$ cat config.mk
export PLATFORM = sky130hd
export DESIGN_NAME = comparator_search_ctrl
export DESIGN_NICKNAME = d
export VERILOG_FILES = /design/src/rtl/comparator_search_ctrl.sv
export SDC_FILE = /design/constraint.sdc
export NUM_CORES = 1
export LEC_CHECK = 0
export CAP_MARGIN = 20
export CELL_PAD_IN_SITES_DETAIL_PLACEMENT = 1
export CELL_PAD_IN_SITES_GLOBAL_PLACEMENT = 1
export CORE_UTILIZATION = 39
export CTS_CLUSTER_SIZE = 20
export DETAILED_ROUTE_END_ITERATION = 10
export GPL_TIMING_DRIVEN = 1
export PLACE_DENSITY = 0.81
export SLEW_MARGIN = 10
export SYNTH_ARGS = -nofsm -noshare
export SYNTH_HDL_FRONTEND = slang
export SYNTH_SLANG_ARGS = --single-unit
$ cat constraint.sdc
create_clock -name clk -period 2.1 [get_ports clk]
set_input_delay 0.315 -clock clk [delete_from_list [all_inputs] [get_ports clk]]
set_output_delay 0.315 -clock clk [all_outputs]
set_load 0.02 [all_outputs]
$ cat src/rtl/comparator_search_ctrl.sv
// comparator_search_ctrl
//   Successive-approximation search initiator. It drives a trial value onto
//   Guess, and an external combinational comparator compares that value with
//   a hidden value A. The block reads back the comparator's Greater/Less/Equal
//   flags and refines Guess one bit per cycle, from the MSB down to the LSB,
//   until it finds A.
//
// Ports
//   clk      : single clock, rising-edge active
//   rst      : asynchronous, active-high reset
//   Start    : begin a search (accepted in IDLE only)
//   Greater  : comparator flag, A > Guess
//   Less     : comparator flag, A < Guess
//   Equal    : comparator flag, A == Guess
//   Guess    : registered trial value (comparator operand B)
//   Result   : registered search result
//   Found    : Result confirmed equal to A
//   Error    : comparator flags were not exactly one-hot
//   Busy     : search in progress (TRIAL/VERIFY)
//   Done     : one-cycle completion pulse

module comparator_search_ctrl #(
    parameter int WIDTH = 3
) (
    input  logic             clk,
    input  logic             rst,
    input  logic             Start,
    input  logic             Greater,
    input  logic             Less,
    input  logic             Equal,
    output logic [WIDTH-1:0] Guess,
    output logic [WIDTH-1:0] Result,
    output logic             Found,
    output logic             Error,
    output logic             Busy,
    output logic             Done
);

    localparam int IW = $clog2(WIDTH);

    typedef enum logic [1:0] {
        IDLE,
        TRIAL,
        VERIFY,
        DONE
    } state_t;

    state_t           state_q;
    logic [WIDTH-1:0] guess_q;
    logic [WIDTH-1:0] result_q;
    logic [IW-1:0]    idx_q;
    logic             found_q;
    logic             error_q;
    logic             busy_q;
    logic             done_q;

    logic             flagsOneHot;
    logic [WIDTH-1:0] decidedGuess;
    logic [WIDTH-1:0] nextBitMask;

    // The comparator answer is only trustworthy when exactly one flag is set.
    assign flagsOneHot = (Greater & ~Less & ~Equal) |
                         (~Greater & Less & ~Equal) |
                         (~Greater & ~Less & Equal);

    // "Less" means the trial bit overshot A and must be dropped. "Greater"
    // keeps the bit. Only single bits are set or cleared, so there are no carries.
    assign decidedGuess = Less ? (guess_q & ~(WIDTH'(1) << idx_q)) : guess_q;
    assign nextBitMask  = WIDTH'(1) << (idx_q - IW'(1));

    // Single FSM with every output registered. Result/Found/Error/Guess keep
    // their values after DONE until the next accepted Start.
    always_ff @(posedge clk or posedge rst) begin
        if (rst) begin
            state_q  <= IDLE;
            guess_q  <= '0;
            result_q <= '0;
            idx_q    <= '0;
            found_q  <= 1'b0;
            error_q  <= 1'b0;
            busy_q   <= 1'b0;
            done_q   <= 1'b0;
        end else begin
            case (state_q)
                IDLE: begin
                    done_q <= 1'b0;
                    if (Start) begin
                        guess_q <= WIDTH'(1) << (WIDTH - 1);
                        idx_q   <= IW'(WIDTH - 1);
                        found_q <= 1'b0;
                        error_q <= 1'b0;
                        busy_q  <= 1'b1;
                        state_q <= TRIAL;
                    end
                end

                TRIAL: begin
                    if (!flagsOneHot) begin
                        result_q <= guess_q;
                        found_q  <= 1'b0;
                        error_q  <= 1'b1;
                        busy_q   <= 1'b0;
                        done_q   <= 1'b1;
                        state_q  <= DONE;
                    end else if (Equal) begin
                        result_q <= guess_q;
                        found_q  <= 1'b1;
                        busy_q   <= 1'b0;
                        done_q   <= 1'b1;
                        state_q  <= DONE;
                    end else if (idx_q != '0) begin
                        guess_q <= decidedGuess | nextBitMask;
                        idx_q   <= idx_q - IW'(1);
                    end else begin
                        // All bits are decided. One more compare confirms the value.
                        guess_q <= decidedGuess;
                        state_q <= VERIFY;
                    end
                end

                VERIFY: begin
                    result_q <= guess_q;
                    found_q  <= flagsOneHot & Equal;
                    error_q  <= ~flagsOneHot;
                    busy_q   <= 1'b0;
                    done_q   <= 1'b1;
                    state_q  <= DONE;
                end

                DONE: begin
                    // A Start in this cycle is deliberately not looked at.
                    done_q  <= 1'b0;
                    state_q <= IDLE;
                end

                default: begin
                    busy_q  <= 1'b0;
                    done_q  <= 1'b0;
                    state_q <= IDLE;
                end
            endcase
        end
    end

    assign Guess  = guess_q;
    assign Result = result_q;
    assign Found  = found_q;
    assign Error  = error_q;
    assign Busy   = busy_q;
    assign Done   = done_q;

endmodule

==> results_dict.tcl, run 1 <==
set metrics [dict create \
    vdd_drop_max_mv 0.626 \
    antenna_found_initial 0 \
    clock.fmax_ghz 0.533 \
    hold_viol 0 \
    synth_nets 107 \
    synth_cell_type_count 35 \
    p_seq_share_pct 29.1 \
    post-route-min-period_ps 1880 \
    via_count 761 \
    diodes 0 \
    gp_congestion 0.785 \
    row_count 17 \
    fin_nets 128 \
    die_x_um 50.3 \
    cts_hold_buf 0 \
    ant_nets 0 \
    grt_overflow 0 \
    dr.pass1.iters 4 \
    async_flop_share_pct 100 \
    port_buffers 15 \
    drive_gt1_share_pct 16.2 \
    met3_usage_pct 3.64 \
    synth.area.top_cells "dfrtp_1 39%, ha_1 12%, o21ai_0 5.0%" \
    seqCellArea_um2 350 \
    tns_ps 0 \
    cp_num_buf_inv 1 \
    clkLatencyLatePin_ps 270 \
    cts.repair.resized 0 \
    drcViolationCount 0 \
    p_sw_share_pct 44.4 \
    critical_path_arrival_ps 2050 \
    cts_setup_buffers 0 \
    crit_type "reg2reg" \
    synthTopCellsByCount "14 x dfrtp_1, 10 x inv_1, 9 x ha_1, 9 x o21ai_0, 6 x nand2_1" \
    nFillCells 255 \
    worst_slew_pin_slew_ps 534 \
    grt_pass1_wl_mm 3.67 \
    place_ws_ps 157 \
    cts_tree "built" \
    met1_usage_pct 23.6 \
    io_pins 16 \
    critPathTopFamily "compound AO/OA/AOI/OAI gates" \
    synth-seq-cells 14 \
    finalMaxSlewViolations 0 \
    dieArea_um2 2530 \
    start_util_pct 41.1 \
    met2_usage_pct 34.7 \
    max_slew_margin_pct 64.4 \
    h-tree-depth 1 \
    grt_pass1_vias 803 \
    synth_flop_cell "dfrtp_1" \
    leakage_uw 0.000494 \
    synth_edf_count 0 \
    clkSinkCount 14 \
    die_h_um 50.3 \
    multi_input_area_um2 500 \
    grt_max_degree 15 \
    power.internal_uw 891 \
    cts-root-buf "clkbuf_4" \
    seq_area_frac_synth_pct 38.6 \
    yosysMostFrequentCell "dfrtp_1" \
    syn2layout_area_growth_pct 24.0 \
    post-route-period-util_pct 89.3 \
    drt-total-wl_mm 2.12 \
    setup_ws_ps 224 \
    syn_inst 92 \
    required_ps 2270 \
    status "complete, no violations" \
    clk_path_buf_depth 2 \
    coreArea_um2 2210 \
    hp-class "in2async" \
    synth_top_area_cell "dfrtp_1" \
    busiest_layer "met2" \
    dpl.hpwl_mm 1.75 \
    clk_pin_slew_ps 80 \
    synth_top_area_share_pct 38.6 \
    finalSetupViolCount 0 \
    path_max_fanout 6 \
    crit_path_end_kind "register" \
    power_density_nw_per_um2 1420 \
    rsz0062_at_grt "false" \
    fin_skew_ps 0.835 \
    syn_area_um2 908 \
    timing.critical_path.cells "inv_1, ha_1, or2_2, a211oi_1, o21ai_0, a22o_1" \
    p_sw_uw 711 \
    cts_made_buffers 3 \
    routed_via_density 5.47 \
    power.share.combinational_pct 61.5 \
    wl_per_cell_um 15.3 \
    synth_area_per_cell_um2 9.87 \
    slowest_delay_ps 450 \
    crit_slowest_cell "dfrtp_1" \
    yosysWarnings 0 \
    first_iter_violations 14 \
    max_cap_violations 0 \
    startpoint_type "register" \
    grt.total_usage_pct 19.7 \
    clockPowerShare_pct 9.4 \
]
cell type report:
class / count / share of cell area, %
sequential: 14 / 31.1
timing repair buffer: 19 / 16.0
clock buffer: 3 / 2.00
inverter: 10 / 3.33
multi-input combinational: 65 / 44.4
tap: 28 / 3.11
kinds of logic (layout without fill, tap and decap cells):
logic type,after synthesis,count (layout),share of synthesized area (%)
AO/OA/AOI/OAI,24,24,17.2
buffers and inverters,13,32,6.34
multiplexers,5,5,6.06
XOR/XNOR,3,3,3.72
AND/OR/NAND/NOR,24,24,15.7
adder cells (fa/ha/maj),9,9,12.4
flip-flops,14,14,38.6
power by group through the flow:
stage / Sequential, uW / Clock [uW] / Combinational [uW]
finish: 467 / 150 / 985
global route: 485 / 166 / 1090
CTS: 467 / 157 / 994
floorplan: 542 / 0 / 559
detailed placement: 473 / 0 / 990
global placement: 463 / 0 / 951
sequential cells by signal, summed over array words and instances (netlist names):
name	cells
idx_q	2
Error	1
Guess	3
Result	3
Done	1
Found	1
Busy	1
state_q	2
placed cells by master (no fill, tap or decap), types with 2 or more instances in the layout:
cell type / instances
a21oi_1: 4
a31oi_1: 2
buf_4: 4
clkbuf_4: 3
clkdlybuf4s50_1: 15
dfrtp_1: 14
ha_1: 9
inv_1: 10
mux2_2: 4
nand2_1: 6
nand3_1: 2
nor2_1: 4
nor3_1: 2
o211ai_1: 2
o21ai_0: 9
xor2_1: 2
worst paths after layout:
kind	end	start	depth (start not counted)	slack, ps
max in group asynchronous	idx_q[1]	rst	2	1370
min	Busy	rst	2	380
min in group clk	Result[1]	Result[1]	1	510
min reg2reg	Result[1]	Result[1]	1	510
max reg2reg	Guess[0]	idx_q[0]	6	220
max	Guess[0]	idx_q[0]	6	220
metal layers:
layer  wire length (um)  up-vias
li1                   -      365
met1                916      378
met2               1110       14
met3                 65        4
met4                 29        0
met5                  0        -
worst register-to-register path, stage by stage, from the launching register on:
cell and delay, ps:
dfrtp_1 450, inv_1 140, ha_1 280, or2_2 290, a211oi_1 250, o21ai_0 110
a22o_1 250
through the flow:
step	hold WS, ps	util (%)	power (uW)	cell area (um^2)	cells
6_report	375	50.9	1600	1130	139
5_1_grt	434	50.9	1740	1130	139
4_1_cts	391	50.9	1620	1130	139
3_5_place_dp	497	49.9	1460	1100	136
3_3_place_gp	492	49.9	1410	1100	136
2_1_floorplan	204	-	1100	908	92
(Power assumes the default switching activity.)
==> inputs of run 2 (changes only) <==
--- a/config.mk
+++ b/config.mk
@@ -13,6 +13,8 @@
 export DETAILED_ROUTE_END_ITERATION = 10
 export GPL_TIMING_DRIVEN = 1
 export PLACE_DENSITY = 0.81
+export SETUP_SLACK_MARGIN = 0.02
+export SKIP_CTS_REPAIR_TIMING = 1
 export SLEW_MARGIN = 10
 export SYNTH_ARGS = -nofsm -noshare
 export SYNTH_HDL_FRONTEND = slang
==> results of run 2 <==
Same layout as run 1: the final DEF is identical, and so are final timing and power.
